--- src/rtl/micro_ondas_pkg.sv ---
// Shared types and constants for the micro_ondas keypad/timer datapath.
// Digits are carried as raw BCD throughout; there is no binary conversion.
package micro_ondas_pkg;

   typedef logic [3:0] bcd_t;

   localparam bcd_t MAX_DIGIT    = 4'd9;
   localparam bcd_t MAX_SEC_TENS = 4'd5;

   typedef enum logic [1:0] {
      DB_RELEASED,
      DB_PRESS_WAIT,
      DB_HELD,
      DB_RELEASE_WAIT
   } db_state_t;

endpackage

--- src/rtl/strobe_debounce.sv ---
// Debounces the active-low keypad strobe and emits one accept pulse per press.
// A level must persist DEBOUNCE_CYCLES samples before it is believed.
module strobe_debounce
   import micro_ondas_pkg::*;
#(
   parameter int DEBOUNCE_CYCLES = 4
) (
   input  logic clock,
   input  logic clearn,
   input  logic loadn,
   output logic accept
);

   localparam logic [7:0] LIMIT = 8'(DEBOUNCE_CYCLES);

   db_state_t  state, state_next;
   logic [7:0] cnt, cnt_next;

   // NOTE: state registers use non-blocking assignments so every flop samples pre-edge values.
   always_ff @(posedge clock or negedge clearn) begin
      if (!clearn) begin
         state <= DB_RELEASED;
         cnt   <= '0;
      end else begin
         state <= state_next;
         cnt   <= cnt_next;
      end
   end

   // NOTE: defaults first, so no path through the case leaves a variable unassigned (no latches).
   always_comb begin
      state_next = state;
      cnt_next   = cnt;
      unique case (state)
         DB_RELEASED: begin
            if (!loadn) begin
               state_next = DB_PRESS_WAIT;
               cnt_next   = 8'd1;
            end
         end
         DB_PRESS_WAIT: begin
            if (cnt >= LIMIT)  state_next = DB_HELD;
            else if (loadn)    state_next = DB_RELEASED;
            else               cnt_next   = cnt + 8'd1;
         end
         DB_HELD: begin
            if (loadn) begin
               state_next = DB_RELEASE_WAIT;
               cnt_next   = 8'd1;
            end
         end
         DB_RELEASE_WAIT: begin
            if (cnt >= LIMIT)  state_next = DB_RELEASED;
            else if (!loadn)   state_next = DB_HELD;
            else               cnt_next   = cnt + 8'd1;
         end
         default: state_next = DB_RELEASED;
      endcase
   end

   // The press is believed for exactly the one cycle spent leaving PRESS_WAIT.
   always_comb begin
      accept = (state == DB_PRESS_WAIT) && (cnt >= LIMIT);
   end

endmodule

--- src/rtl/keypad_entry_rx.sv ---
// Keypad digit receiver: debounces presses, shifts digits into an M:SS preset
// and offers it to the timer over a valid/ready handshake.
module keypad_entry_rx
   import micro_ondas_pkg::*;
#(
   parameter int DEBOUNCE_CYCLES = 4
) (
   input  logic       clock,
   input  logic       clearn,
   input  logic       loadn,
   input  logic [3:0] bcd,
   input  logic       mag_on,
   input  logic       entry_clr,
   input  logic       preset_ready,
   output logic       preset_valid,
   output logic [3:0] preset_mins,
   output logic [3:0] preset_sec_tens,
   output logic [3:0] preset_sec_ones,
   output logic [1:0] digit_count,
   output logic       err_digit,
   output logic       err_range
);

   logic accept;
   logic take;
   logic digit_ok;
   logic transfer;

   strobe_debounce #(.DEBOUNCE_CYCLES(DEBOUNCE_CYCLES)) u_debounce (
      .clock  (clock),
      .clearn (clearn),
      .loadn  (loadn),
      .accept (accept)
   );

   always_comb begin
      take         = accept && !mag_on;
      digit_ok     = (bcd <= MAX_DIGIT);
      preset_valid = (digit_count != 2'd0) && (preset_sec_tens <= MAX_SEC_TENS) && !mag_on;
      err_range    = (digit_count != 2'd0) && (preset_sec_tens > MAX_SEC_TENS);
      transfer     = preset_valid && preset_ready;
   end

   // Cancel beats everything; a digit landing on a transfer starts the next preset.
   always_ff @(posedge clock or negedge clearn) begin
      if (!clearn) begin
         preset_mins     <= '0;
         preset_sec_tens <= '0;
         preset_sec_ones <= '0;
         digit_count     <= '0;
         err_digit       <= 1'b0;
      end else begin
         err_digit <= take && !digit_ok && !entry_clr;
         if (entry_clr) begin
            preset_mins     <= '0;
            preset_sec_tens <= '0;
            preset_sec_ones <= '0;
            digit_count     <= '0;
         end else if (take && digit_ok) begin
            if (transfer) begin
               preset_mins     <= '0;
               preset_sec_tens <= '0;
               preset_sec_ones <= bcd;
               digit_count     <= 2'd1;
            end else begin
               preset_mins     <= preset_sec_tens;
               preset_sec_tens <= preset_sec_ones;
               preset_sec_ones <= bcd;
               digit_count     <= (digit_count == 2'd3) ? 2'd3 : digit_count + 2'd1;
            end
         end else if (transfer) begin
            preset_mins     <= '0;
            preset_sec_tens <= '0;
            preset_sec_ones <= '0;
            digit_count     <= '0;
         end
      end
   end

endmodule

--- config.mk ---
export PLATFORM = sky130hd
export DESIGN_NAME = keypad_entry_rx
export DESIGN_NICKNAME = d
export VERILOG_FILES = /design/src/rtl/micro_ondas_pkg.sv /design/src/rtl/strobe_debounce.sv /design/src/rtl/keypad_entry_rx.sv
export SDC_FILE = /design/constraint.sdc
export NUM_CORES = 1
export LEC_CHECK = 0
export BUFFER_PORTS_ARGS = -buffer_cell sky130_fd_sc_hd__buf_4
export CAP_MARGIN = 20
export CORE_AREA = 8 8 64 60
export CTS_CLUSTER_SIZE = 10
export DETAILED_ROUTE_END_ITERATION = 7
export DIE_AREA = 0 0 72 68
export PLACE_DENSITY = 0.77
export REMOVE_ABC_BUFFERS = 1
export SYNTH_ARGS = -nofsm -noshare
export SYNTH_HDL_FRONTEND = slang
export SYNTH_HIERARCHICAL = 1
export SYNTH_SLANG_ARGS = --single-unit
--- constraint.sdc ---
create_clock -name clock -period 3.03 [get_ports clock]
set_input_delay 0.4545 -clock clock [delete_from_list [all_inputs] [get_ports clock]]
set_output_delay 0.4545 -clock clock [all_outputs]
set_load 0.05 [all_outputs]
== Word level (Yosys, flattened, before mapping) ==
Index checks and enable logic that the tools add are counted.

* Add/sub/neg operators: 2
* Order comparisons: 4
* Equality and inequality tests: 12
* Mux-type cells: 28
* Reduce and logical (&&, ||, !) cells: 17

{| class="wikitable"
|+ Operator list
! kind !! number
|-
| $mux 8 || 6
|-
| $mux 4 || 9
|-
| $pmux 8 s4 || 1
|-
| $mux 2 || 11
|-
| $ne 2x2->1 const B || 6
|-
| $logic_and 1x1->1 || 9
|-
| $add 8x1->8 const B || 1
|-
| $ge 8x3->1 const B || 1
|-
| $pmux 2 s4 || 1
|-
| $eq 2x2->1 const B || 3
|-
| $ne 3x2->1 const B || 2
|-
| $reduce_and 6->1 || 1
|-
| $gt 4x3->1 const B || 1
|-
| $le 4x3->1 const B || 1
|-
| $le 4x4->1 const B || 1
|-
| $reduce_and 4->1 || 1
|-
| $logic_not 1->1 || 3
|-
| $reduce_bool 3->1 || 1
|-
| $add 2x1->2 const B || 1
|-
| $eq 2x1->1 const B || 1
|-
| $logic_not 2->1 || 1
|-
| $reduce_bool 2->1 || 1
|}

* Bits in registers: 25
* Bits of input ports: 10
* Output and inout port bits: 17
* Logic and storage cells: 70

== Depth between registers and ports, before layout ==
* Depth after elaboration: 7
* Depth in mapped cells: 7
* Mapped depth without buffers: 6

== Hierarchy ==
The synthesis kept the hierarchy.

{| class="wikitable"
|+ Modules (own cells, without submodules)
! module !! instances !! cells an instance !! area an instance (µm²)
|-
| keypad_entry_rx || 1 || 65 || 705.7
|-
| strobe_debounce || 1 || 43 || 478.0
|}

== Worst setup path before layout ==
No wires, ideal clock.

* Kind: register -> output
* From: register preset_sec_tens[1]
* To: output port preset_valid
* Arrival: 1951 ps
* Data required time: 2575 ps
* Path slack: 625 ps
* Cell stages (with the launch flop): 3
* Path through: dfrtp_1 > a21o_1 > nor3_1

* Longest elaborated chain between the ends: 3

{| class="wikitable"
|+ Ends and longest elaborated chain
! item !! line !! text
|-
| from (decl) || keypad_entry_rx.sv:17 || <nowiki>output logic [3:0] preset_sec_tens,</nowiki>
|-
| from (signal assigned) || keypad_entry_rx.sv:67 || <nowiki>preset_sec_tens <= preset_sec_ones;</nowiki>
|-
| $le 4x3->1 || keypad_entry_rx.sv:39 || <nowiki>preset_valid = (digit_count != 2'd0) && (preset_sec_tens <= MAX_SEC_TENS) && !mag_on;</nowiki>
|-
| $logic_and 1x1->1 (2 in series) || keypad_entry_rx.sv:39 ||
|-
| to (decl) || keypad_entry_rx.sv:15 || <nowiki>output logic preset_valid,</nowiki>
|}

No other way between the ends.

== Worst setup path after layout ==
* From: register u_debounce.cnt[5]
* To: register preset_mins[3]

* Longest elaborated chain between the ends: 6

{| class="wikitable"
|+ Ends and longest elaborated chain
! item !! line !! text
|-
| from (decl) || strobe_debounce.sv:17 || <nowiki>logic [7:0] cnt, cnt_next;</nowiki>
|-
| from (signal assigned) || strobe_debounce.sv:26 || <nowiki>cnt <= cnt_next;</nowiki>
|-
| $ge 8x3->1 (*) || strobe_debounce.sv:63 || <nowiki>accept = (state == DB_PRESS_WAIT) && (cnt >= LIMIT);</nowiki>
|-
| $logic_and 1x1->1 (*) || strobe_debounce.sv:63 ||
|-
| via accept || keypad_entry_rx.sv:24 || <nowiki>logic accept;</nowiki>
|-
| $logic_and 1x1->1 (*) || keypad_entry_rx.sv:37 || <nowiki>take = accept && !mag_on;</nowiki>
|-
| $logic_and 1x1->1 (*) || keypad_entry_rx.sv:59 || <nowiki>end else if (take && digit_ok) begin</nowiki>
|-
| $mux 4 || keypad_entry_rx.sv:59 ||
|-
| $mux 4 || keypad_entry_rx.sv:54 || <nowiki>if (entry_clr) begin</nowiki>
|-
| to (signal assigned) || keypad_entry_rx.sv:66 || <nowiki>preset_mins <= preset_sec_tens;</nowiki>
|-
| to (decl) || keypad_entry_rx.sv:16 || <nowiki>output logic [3:0] preset_mins,</nowiki>
|}

The timed path passes the listed nets; every way through them passes the cells marked *.
A chain may end at the register's enable or synchronous reset.

==> results.md <==
- DP Wirelength: a little over 2000 um
- Pre-antenna DRT Iters: 4
- Share of layout cells above drive strength 1: 0.252
- Root Buffer: clkbuf_4
- Placed cell area: between 1000 and 1500 um2
- Global Route Usage Sum: 0.112
- Port bufs: 26
- Overflow after GRT: 0
- Grt met3 use: 0.0220
- Via count of the first global-routing pass: roughly 960
- Clock skew: roughly 0.011 ns
- Async set-reset flop share out of synthesis: 1.00
- GRT met1 Usage: 0.139
- Initial antenna violation count: 0
- Slew Limit Fails: 0
- Tmin final: between 2 and 2.5 ns
- Drt via density: 5.56
- Core area: around 2900 um2
- Power per Cell Area: roughly 520 nW/um2
- Achievable Freq: approximately 460 MHz
- CTS Sinks: 25
- Largest net degree at the start of global routing: 26
- Post-Synthesis Cell Area: approximately 1200 um2
- Cell variety after synth: 32
- Hold Worst Slack: around 0.0021 ns
- Total die area: just under 5000 um2
- Cell area after layout: 1440 um2
- Max-Cap Viols: 0
- Seq cells post-synth: 25
- Clk buf depth: 2
- H-tree Lvls: 1
- Initial core utilization: 0.411
- Final setup fails: 0
- Die Width: slightly above 70 um
- CP max FO: 6
- Busiest grt layer: met2
- Worst path required time: roughly 3.3 ns
- Reg clk slew, reported paths: approximately 0.14 ns
- Row count: 19
- Crit share post-route: 0.720
- Post-CTS sizing: 0
- Total wire length: between 2000 and 3000 um
- Top Ports: 27
- Leak: about 0.66 nW
- Crit. End Element: flop
- Status: complete, no violations
- CTS tree: built
- RSZ-0062 raised after global routing: no
- First-pass GRT wire length: about 4500 um
- Area grow syn2layout: 21.2%
- Most common cell in the netlist: dfrtp_1
- Setup_tns: 0 ns
- Slew headroom: 0.310
- Post-Synthesis Cells: between 100 and 150
- Die H: between 60 and 70 um
- Drt wl/cell: ~15 um
- Pwr Total: around 0.00075 W
- GR Util met2: 0.185
- Arr. time, crit path: between 2 and 2.5 ns
- Peak supply drop: 0.172 mV
- Area leader, netlist: dfrtp_1
- Most area-consuming cells after synthesis: dfrtp_1 53%, a32o_1 5.1%, o211ai_1 4.4%
- Hold_buf cts: 0
- Avg Synthesized Cell Area: about 11 um2
- GPL Wtd Cong: roughly 0.91
- Hold Crit Class: in -> async
- DRC violations left: 0
- Worst-margin pin slew: roughly 1.0 ns
- DR iter-0 viols: between 60 and 70
- Vias: between 900 and 1,000
- Crit Path Category: reg -> reg
- Share of the synthesized area in the top cell type: 0.529
- Inst Count DP: between 150 and 200
- CTS Buf Count: 3
- Top cells by count, synth: 25 x dfrtp_1, 10 x a21oi_1, 8 x nand3_1, 7 x o211ai_1
- Routed Antenna Nets: 0
- Sequential fraction of the synthesis area: 0.529
- Nature of the critical path startpoint: flop
- Endpoints failing hold: 0
- Yosys warning count: 6
- Number of inserted diodes: 0
- Fillers: approximately 250
- Nets: between 100 and 150
- Main synth FF type: dfrtp_1
- Clock latency at the later pin of the worst-skew pair: roughly 0.32 ns
- Post-CTS setup buffers: 0
- Non-filler cells, final: between 150 and 200
- Post-synth EDFFs: 0
==> kinds of logic (layout without fill, tap and decap cells) <==
kind of cell    count (synthesis)  after routing  synth area share
simple gates                   33             33             0.154
xor+xnor                        3              3            0.0222
fa+ha+maj                       2              2            0.0211
buf+inv                         8             35            0.0359
compound gates                 37             37             0.238
flops                          25             25             0.529
==> final timing paths <==
check / startpoint / to / slack, ns / depth (start not counted)
worst min register to register: u_debounce/cnt[2]$_DFFE_PN0P_ / u_debounce/cnt[2]$_DFFE_PN0P_ / 0.55 / 2
worst max register to register: u_debounce/cnt[5]$_DFFE_PN0P_ / preset_mins[3]$_DFFE_PN0P_ / 0.85 / 6
worst min-delay path: clearn / preset_sec_tens[1]$_DFF_PN0_ / 0.002 / 1
min in group clock: bcd[0] / preset_sec_ones[0]$_DFF_PN0_ / 0.35 / 2
max in group asynchronous: clearn / u_debounce/cnt[3]$_DFFE_PN0P_ / 2.78 / 1
worst max-delay path: u_debounce/cnt[5]$_DFFE_PN0P_ / preset_mins[3]$_DFFE_PN0P_ / 0.85 / 6
==> state kept, by name, summed over array words and instances (netlist names) <==
signal,flops
digit_count,2
err_digit,1
preset_mins,4
preset_sec_ones,4
preset_sec_tens,4
u_debounce/cnt,8
u_debounce/state,2
==> layout make-up <==
type	count	area [um2]	share of cell area
clock buffer	3	22.5	0.0157
sequential	25	626	0.436
timing repair buffer	26	195	0.136
clock inverter	1	5.00	0.00349
multi-input combinational	75	515	0.359
tap	42	52.6	0.0366
inverter	5	18.8	0.0131
==> where the power goes <==
part	internal, W	leakage [nW]	switching [W]
clock network	0.0000493	0.0177	0.0000968
registers	0.000366	0.340	0.0000501
logic	0.0000753	0.303	0.000113
total	0.000491	0.661	0.000260
==> worst max-delay path, cell delays in order (launching register included) <==
cell     delay [ns]
dfrtp_1        0.42
or4_4          0.59
o31ai_4        0.23
nor2_1         0.10
nor2b_1        0.16
a21oi_1        0.41
a32o_1         0.24
==> metal layers <==
layer / vias to the layer above / wire length (um)
met4: 0 / 59
met2: 32 / 1370
met1: 482 / 1090
met5: - / 0
li1: 462 / -
met3: 8 / 135
==> layout by cell type (no fill, tap or decap), drive strengths merged, types with 2 or more instances in the layout <==
cell type	count
a21oi	10
a32o	6
buf	26
clkbuf	3
dfrtp	25
ha	2
inv	5
nand2	3
nand3	8
nor2	6
nor2b	6
nor3	3
nor4	3
o211ai	7
o21a	3
o21ai	4
or4	2
xnor2	2
==> per-stage QoR <==
| step | setup slack (ns) | util |
|---|---|---|
| final | 0.849 | 0.499 |
| after CTS | 0.852 | 0.499 |
| after global placement | 0.992 | 0.489 |
| after detailed placement | 0.886 | 0.489 |
| after floorplan | 0.625 | - |
| after global routing | 0.756 | 0.499 |
(Power assumes the default switching activity.)
